[src/rtl/fp_alu_arbiter.sv]
// Round-robin arbiter/sequencer sharing one fp_alu among NREQ requesters.
// Sequences clear/enable/wait phases, tags results and flags timeouts.
module fp_alu_arbiter #(
    parameter int NREQ    = 4,
    parameter int TIMEOUT = 32,
    localparam int IDW    = $clog2(NREQ)
) (
    input  logic                 clk_i,
    input  logic                 rst_i,
    input  logic [NREQ-1:0]      req_valid_i,
    output logic [NREQ-1:0]      req_ready_o,
    input  logic [32*NREQ-1:0]   req_a_i,
    input  logic [32*NREQ-1:0]   req_b_i,
    input  logic [6*NREQ-1:0]    req_op_i,
    output logic                 resp_valid_o,
    output logic [IDW-1:0]       resp_id_o,
    output logic [31:0]          resp_result_o,
    output logic                 resp_err_o,
    output logic                 busy_o,
    output logic [7:0]           err_count_o,
    output logic [31:0]          alu_a_o,
    output logic [31:0]          alu_b_o,
    output logic [5:0]           alu_op_o,
    output logic                 alu_ce_o,
    output logic                 alu_sclr_o,
    input  logic [31:0]          alu_result_i,
    input  logic                 alu_rdy_i
);

    typedef enum logic [1:0] {
        S_IDLE,
        S_CLR,
        S_RUN,
        S_RESP
    } state_e;

    state_e         state_q;
    logic [IDW-1:0] last_q;
    logic [IDW-1:0] cur_q;
    logic [IDW-1:0] resp_id_q;
    logic [31:0]    a_q;
    logic [31:0]    b_q;
    logic [5:0]     op_q;
    logic [31:0]    res_q;
    logic           err_q;
    logic [7:0]     cnt_q;
    logic [7:0]     cnt_d;
    logic [7:0]     errc_q;
    logic [7:0]     errc_d;

    logic [IDW-1:0] gnt_idx;
    logic [IDW-1:0] cand;
    logic           gnt_found;
    logic           timeout;

    // Search starts one past the last grant so every requester gets a turn.
    always_comb begin
        gnt_found = 1'b0;
        gnt_idx   = '0;
        cand      = '0;
        for (int i = 1; i <= NREQ; i++) begin
            cand = IDW'((int'(last_q) + i) % NREQ);
            if (!gnt_found && req_valid_i[cand]) begin
                gnt_found = 1'b1;
                gnt_idx   = cand;
            end
        end
    end

    always_comb begin
        req_ready_o = '0;
        if (!rst_i && state_q == S_IDLE && gnt_found) begin
            req_ready_o[gnt_idx] = 1'b1;
        end
    end

    assign cnt_d   = cnt_q + 8'd1;
    assign errc_d  = (errc_q == 8'hFF) ? errc_q : errc_q + 8'd1;
    assign timeout = (cnt_q == 8'(TIMEOUT - 1));

    always_ff @(posedge clk_i) begin
        if (rst_i) begin
            state_q   <= S_IDLE;
            last_q    <= IDW'(NREQ - 1);
            cur_q     <= '0;
            resp_id_q <= '0;
            a_q       <= '0;
            b_q       <= '0;
            op_q      <= '0;
            res_q     <= '0;
            err_q     <= 1'b0;
            cnt_q     <= '0;
            errc_q    <= '0;
        end else begin
            unique case (state_q)
                S_IDLE: begin
                    if (gnt_found) begin
                        a_q     <= req_a_i[32*gnt_idx +: 32];
                        b_q     <= req_b_i[32*gnt_idx +: 32];
                        op_q    <= req_op_i[6*gnt_idx +: 6];
                        cur_q   <= gnt_idx;
                        last_q  <= gnt_idx;
                        state_q <= S_CLR;
                    end
                end
                S_CLR: begin
                    cnt_q   <= '0;
                    state_q <= S_RUN;
                end
                S_RUN: begin
                    cnt_q <= cnt_d;
                    // A late rdy on the final cycle still beats the timeout.
                    if (alu_rdy_i) begin
                        res_q     <= alu_result_i;
                        err_q     <= 1'b0;
                        resp_id_q <= cur_q;
                        state_q   <= S_RESP;
                    end else if (timeout) begin
                        res_q     <= '0;
                        err_q     <= 1'b1;
                        resp_id_q <= cur_q;
                        errc_q    <= errc_d;
                        state_q   <= S_RESP;
                    end
                end
                S_RESP: begin
                    state_q <= S_IDLE;
                end
                default: begin
                    state_q <= S_IDLE;
                end
            endcase
        end
    end

    assign busy_o        = (state_q != S_IDLE);
    assign alu_ce_o      = (state_q == S_RUN);
    assign alu_sclr_o    = rst_i | (state_q == S_CLR);
    assign resp_valid_o  = (state_q == S_RESP);
    assign resp_id_o     = resp_id_q;
    assign resp_result_o = res_q;
    assign resp_err_o    = err_q;
    assign err_count_o   = errc_q;
    assign alu_a_o       = a_q;
    assign alu_b_o       = b_q;
    assign alu_op_o      = op_q;

endmodule

[config.mk]
export PLATFORM = sky130hd
export DESIGN_NAME = fp_alu_arbiter
export DESIGN_NICKNAME = d
export VERILOG_FILES = /design/src/rtl/fp_alu_arbiter.sv
export SDC_FILE = /design/constraint.sdc
export NUM_CORES = 1
export LEC_CHECK = 0
export ABC_CLOCK_PERIOD_IN_PS = 2100
export CAP_MARGIN = 0
export CORE_AREA = 10 10 164 166
export CTS_BUF_LIST = sky130_fd_sc_hd__clkbuf_4 sky130_fd_sc_hd__clkbuf_8 sky130_fd_sc_hd__clkbuf_16
export CTS_CLUSTER_DIAMETER = 30
export CTS_CLUSTER_SIZE = 20
export DETAILED_ROUTE_END_ITERATION = 8
export DIE_AREA = 0 0 174 176
export PLACE_DENSITY = 0.76
export RECOVER_POWER = 25
export SLEW_MARGIN = 30
export SYNTH_ARGS = -nofsm -noshare
export SYNTH_HDL_FRONTEND = slang
export SYNTH_SLANG_ARGS = --single-unit
[constraint.sdc]
create_clock -name clk_i -period 2.1 [get_ports clk_i]
set_input_delay 0.42 -clock clk_i [delete_from_list [all_inputs] [get_ports clk_i]]
set_output_delay 0.42 -clock clk_i [all_outputs]
set_load 0.02 [all_outputs]
==> flow_metrics.py <==
metrics = {
    "yosys": {
        "ys_seq_area_share_pct": 37.44,
        "synth_top_area_share_pct": 37.44,
        "yosysTopAreaCell": "dfxtp_1",
        "yosysMostFrequentCell": "dfxtp_1",
        "synth_common_cells": "dfxtp_1, nor2_1, nand2_1, a221oi_1, mux2_1",
        "yosysWarnings": 0,
        "ys.flop_type": "dfxtp_1",
        "synth_fp_nets": 1046,
        "synth_area_per_cell_um2": 9.420,
        "syn_inst": 721,
        "syn_area_um2": 6792,
        "synthTopCellsByArea": "dfxtp_1, mux2_1, a211oi_2, a221oi_1, mux2i_1",
        "synth-seq-cells": 127,
        "synth_edf_count": 0,
        "ys_types": 49,
        "async_flop_share_pct": 0,
    },
    "place": {
        "place_hpwl_mm": 24.61,
        "gp_congestion": 0.8104,
        "dp_slack_ns": -0.7374,
        "place.port_buffers": 439,
        "placed_cells": 1472,
    },
    "sta": {
        "maxSlewHeadroom_pct": 46.66,
        "period_needed_ns": 2.118,
        "rsz0062_at_grt": "yes",
        "finClkSkew_ns": 0.02286,
        "finalSetupViolCount": 1,
        "post-route-period-util_pct": 100.9,
        "layout_setup_ws_ns": -0.01834,
        "max_freq_mhz": 472.1,
        "hold_viol_final": 0,
        "tightest_slew_ns": 0.8002,
        "slew_violations": 0,
    },
    "critical_path": {
        "critical-path-slowest-cell": "a311oi_4",
        "crit_type": "input pin to primary output",
        "startpoint_type": "input pin",
        "ff2ff_path_depth": 9,
        "r2r_end": "alu_b_o[23]",
        "cp_data_required_time_ns": 1.68,
        "crit_top_cell": "buf_4",
        "arrival_ns": 1.70,
        "crit_path_cell_trace": "dlygate4sd2_1 > nor3b_2 > buf_4 > a311oi_4 > buf_6 > nor4_4 > buf_4",
        "critPathMaxFanout": 5,
        "reg2reg_slack_ns": 0.03,
        "rr_startpoint": "last_q[1]",
        "critPathCaptureType": "primary output",
        "cpPeakStageDelay_ns": 0.32,
    },
    "min_path": {
        "min_path_cells": 3,
        "hold_path.class": "input pin to register",
        "hold_path_end": "resp_id_o[0]",
        "min_from": "rst_i",
    },
    "detailed_routing": {
        "vias": 7640,
        "routed_wl_mm": 32.19,
        "dr.pass1.iters": 5,
        "avgRoutedWirePerCell_um": 21.20,
        "drc": 0,
        "first_iter_violations": 511,
        "routed_via_density": 5.033,
        "ant_nets": 0,
    },
    "cts": {
        "cts_sinks": 127,
        "cts_tree": "built",
        "cts_buffers": 17,
        "htreeDepth": 4,
        "root_buffer": "clkbuf_16",
        "cts_buffer_depth": 2,
        "clkLatencyLatePin_ns": 0.43,
        "clkTransAtPathRegs_ns": 0.06,
        "ctsHoldBuffers": 0,
    },
    "run_status": {
        "status": "finished with violations",
        "violations": "negative setup slack",
    },
    "pwr": {
        "max-vdd-ir-drop_v": 0.0007431,
        "total_leakage_power_nw": 4.779,
        "finalPower_mw": 14.81,
        "powerDensity_nw_per_um2": 1177,
    },
    "layout": {
        "fillers": 2198,
        "fin_cells": 1518,
        "utilization_pct": 52.83,
        "drive_gt1_share_pct": 14.93,
        "syn_to_final_growth_pct": 85.28,
        "final_nets": 1504,
    },
    "grt": {
        "grt_pass1_wl_mm": 46.98,
        "grt-ovfl-total": 0,
        "grtUsageTotal_pct": 19.44,
        "antenna_found_initial": 2,
        "grt_pass1_vias": 7868,
        "grt_max_degree": 68,
    },
    "floorplanning": {
        "core_region_area_um2": 23820,
        "ioPinCount": 440,
        "rows": 57,
        "die_h_um": 176,
        "fp.dieArea_um2": 30620,
        "dieWidth_um": 174,
        "initial_utilization_pct": 28.51,
    },
    "run": {
        "max_cap_violations": 0,
    },
}
## logic make-up (layout without fill, tap and decap cells)
kind of cell	after synthesis	in the layout	share of synthesized area, %
mux	95	95	14.98
other cells	0	2	0
flops	127	127	37.44
buf+inv	74	545	5.416
xor+xnor	8	8	1.032
simple gates	231	231	15.81
fa+ha+maj	6	6	1.105
compound gates	180	180	24.23
## critical path, delay by kind of cell
family / cells / cell delay [ns]
AO/OA/AOI/OAI: 1 / 0.32
buffers and inverters: 4 / 0.75
AND/OR/NAND/NOR: 2 / 0.21
## power breakdown
group          switching [mW]  leakage [nW]  total (mW)  internal [mW]
clock network            1.34         0.284        3.03           1.69
logic                    4.31          3.45        8.16           3.85
registers               0.417          1.04        3.62           3.20
total                    6.07          4.78        14.8           8.74
## sequential cells by signal, summed over array words and instances (netlist names)
register and count:
alu_a_o 32, alu_b_o 32, resp_result_o 32, cnt_q 8, err_count_o 8, alu_op_o 6
cur_q 2, last_q 2, resp_id_o 2, state_q 2, resp_err_o 1
## final cells by class
cell class	count	area [um2]	share of cell area, %
antenna	2	5.005	0.03977
sequential	127	2546	20.23
clock buffer	17	425.4	3.381
inverter	7	26.28	0.2088
multi-input combinational	520	4029	32.02
tap	324	405.4	3.222
clock inverter	15	165.2	1.313
timing repair buffer	506	4981	39.58
## placed cells by master, fill, tap and decap left out, types with 6 or more instances in the layout
cell type and instances:
nand3_1 7, nand2b_1 6, a221oi_1 46, clkbuf_16 19, a211oi_1 6, a221oi_2 6, mux2_1 52, buf_4 51
dlygate4sd3_1 10, nand2_1 61, o221ai_1 19, clkdlybuf4s50_1 416, a21oi_1 9, inv_1 7, inv_6 6, a22oi_1 32
a211oi_2 46, nand3b_1 20, dfxtp_1 126, nor2_1 100, mux2i_1 42
## repair_timing
item | CTS | global route
buffers inserted | 2 | 7
endpoints found under the hold margin | 0 | 0
endpoints found under the setup margin | 78 | 61
gates resized for setup | 36 | 21
pin swaps | 3 | 3
cloned | 0 | 3
## per-layer routing
layer	track usage, %	vias to the layer above	part of all wire, %
li1	-	3621	-
met3	8.693	30	10
met5	0	-	0
met4	6.092	0	1.8
met1	20.72	3642	37
met2	33.93	347	51
## worst max path at each step
stage | from | end | cells after the start
floorplan | last_q[1] | req_ready_o[1] | 7
global placement | req_valid_i[1] | req_ready_o[1] | 7
detailed placement | req_valid_i[3] | req_ready_o[1] | 6
CTS | last_q[0] | req_ready_o[1] | 5
global route | req_valid_i[2] | req_ready_o[1] | 6
finish | req_valid_i[1] | req_ready_o[1] | 7
## through the flow
step                      area (um2)   TNS, ns  hold WS, ns
after global placement         11820    -44.90       0.4568
after global routing           12580   -0.5402       0.4595
after floorplan                 6807         0       0.4357
after detailed placement       11820    -47.33       0.4554
after CTS                      12440  -0.06835       0.4498
final                          12580  -0.01834       0.4599
Note: power is estimated with default switching activity, not from simulation.
==> RTL change: new RTL, same settings <==
`NREQ`: 4 -> 2.
--- a/src/rtl/fp_alu_arbiter.sv
+++ b/src/rtl/fp_alu_arbiter.sv
@@ -1,7 +1,7 @@
 // Round-robin arbiter/sequencer sharing one fp_alu among NREQ requesters.
 // Sequences clear/enable/wait phases, tags results and flags timeouts.
 module fp_alu_arbiter #(
-    parameter int NREQ    = 4,
+    parameter int NREQ    = 2,
     parameter int TIMEOUT = 32,
     localparam int IDW    = $clog2(NREQ)
 ) (
Ports: changed (6 resized); port bits go from 440 to 295. The function was not compared with the original's and may differ.
==> RTL change against the unedited design <==
Synthesized area decreased by 23%; power decreased by 30%; routed wire length decreased by 42%; critical endpoint is now alu_ce_o; cell count decreased by 25%; setup slack improved by 0.15 ns; sequential cell count decreased by 3; global-route usage decreased by 7.5 points; non-clock buffer count decreased by 189; critical path type is now flop to output pin; sequential power decreased by 12%; design area decreased by 28%; sequential share of layout area increased by 7.0 points; die area unchanged.
==> RTL change: results (changes against the unedited design) <==
CP arrival -> 1.55 ns (was 1.70 ns)
DPL Wire Length -> 14.7 mm (was 24.6 mm)
Iteration-0 DRC Markers -> 148 (was 511)
GR Util met2 -> 19.6% (was 33.9%)
Final Skew -> 0.00718 ns (was 0.0229 ns)
Synth area leaders -> dfxtp_1, mux2i_1, a211oi_1 (was dfxtp_1, mux2_1, a211oi_2)
Hold Crit Depth -> 2 (was 3)
Hold Path End -> alu_b_o[26]$_SDFFE_PP0P_ (was resp_id_o[0]$_SDFFE_PP0P_)
Max VDD drop -> 0.000514 V (was 0.000743 V)
H-tree depth -> 4 (unchanged)
Vias in the first global route -> 5240 (was 7868)
Static Leak -> 3.45 nW (was 4.78 nW)
Slowest CP cell -> dlygate4sd2_1 (was a311oi_4)
Dpl cell area -> 8590 sq um (was 11800 sq um)
Yosys cell types -> 44 (was 49)
Syn nets -> 701 (was 1046)
FILL cells -> 2443 (was 2198)
Antenna violations before repair -> 0 (was 2)
Worst reg2reg startpoint -> state_q[1]$_SDFFE_PP0P_ (was last_q[1]$_SDFFE_PP1P_)
R2r setup slk -> 0.24 ns (was 0.03 ns)
Post-CTS sizing -> 14 (was 36)
Detail-routed via count per cell -> 4.33 (was 5.03)
Pre-CTS setup slack -> -0.317 ns (was -0.737 ns)
Layout net count -> 996 (was 1504)
FF-to-FF End -> err_count_o[4]$_SDFFE_PP0P_ (was alu_b_o[23]$_SDFFE_PP0P_)
Status -> completed (was finished, violations left)
Tot GR Track Use -> 12.0% (was 19.4%)
Port bufs -> 294 (was 439)
Gpl congestion -> 0.769 (was 0.810)
Share of layout cells above drive strength 1 -> 8.88% (was 14.9%)
Power Density -> 1130 nW/um^2 (was 1180 nW/um^2)
R2R depth -> 6 (was 9)
Crit-path max cell delay -> 0.40 ns (was 0.32 ns)
Tightest Pin Transition -> 0.584 ns (was 0.800 ns)
Largest net degree at the start of global routing -> 71 (was 68)
Worst skew pair latency -> 0.41 ns (was 0.43 ns)
First-pass GRT wire length -> 29.3 mm (was 47.0 mm)
Antenna cell count -> 0 (was 2)
Post-synth top cells -> dfxtp_1, nor2_1, a211oi_1, mux2i_1, a22o_1 (was dfxtp_1, nor2_1, nand2_1, a221oi_1, mux2_1)
M1 GR Usage -> 13.4% (was 20.7%)
Drt total wl -> 18.7 mm (was 32.2 mm)
Per-cell routed wire length -> 16.3 um (was 21.2 um)
Syn Area/Cell -> 10.1 sq um (was 9.42 sq um)
Crit Path Max Fanout -> 6 (was 5)
Post-CTS setup buffer count -> 0 (was 2)
Number of detailed-route iterations in the first pass -> 4 (was 5)
Placed insts -> 1117 (was 1472)
Routing usage on met3 -> 6.07% (was 8.69%)
## RTL change: cell count changes after synthesis, sizes merged, moves of 20 or more
cell	change
a22o	+32
a22oi	-32
mux2	-51
a221oi	-52
mux2i	+31
nand2	-54
a211oi	+21
nor2	-20
## RTL change: layout make-up
type	count	share of cell area, %
clock buffers	22	5.35
multi-input cells	348	27.5
clock inverters	7	0.988
well taps	324	4.44
flip-flops and latches	124	27.2
inverters	4	0.165
repair buffers	317	34.3
## RTL change: cell families after synthesis
kind of cell / after synthesis / synth area share (%)
AOI/OAI and AO/OA: 133 / 19.1
xor gates and xnor gates: 4 / 0.673
adders and majority gates: 7 / 1.68
buffers and inverters: 45 / 4.33
DFF: 124 / 47.7
muxes: 75 / 14.5
and+or+nand+nor: 129 / 12.0
## RTL change: per-layer routing
metal  share of wire (%)  vias to the layer above
li1                    -                     2488
met4                 1.1                        0
met3                  10                       13
met5                   0                        -
met1                  42                     2255
met2                  47                      203
## RTL change: worst max path at each step
stage               slack (ns)               startpoint                          end  cells after the start
finish                    0.13  state_q[1]$_SDFFE_PP0P_                     alu_ce_o                      3
global route             0.007  state_q[1]$_SDFFE_PP0P_               req_ready_o[0]                      5
CTS                     0.0002  state_q[1]$_SDFFE_PP0P_                 resp_valid_o                      3
detailed placement       -0.32           req_valid_i[0]               req_ready_o[0]                      4
global placement         -0.29           req_valid_i[0]               req_ready_o[0]                      4
floorplan                 0.26  state_q[0]$_SDFFE_PP0P_  err_count_o[4]$_SDFFE_PP0P_                      7
## RTL change: report_power, final
part	leakage, nW	switching (W)	internal [W]	total [W]
Combinational	2.15	0.00224	0.00195	0.00418
Clock	0.283	0.00107	0.00186	0.00293
Sequential	1.02	0.000289	0.00291	0.00320
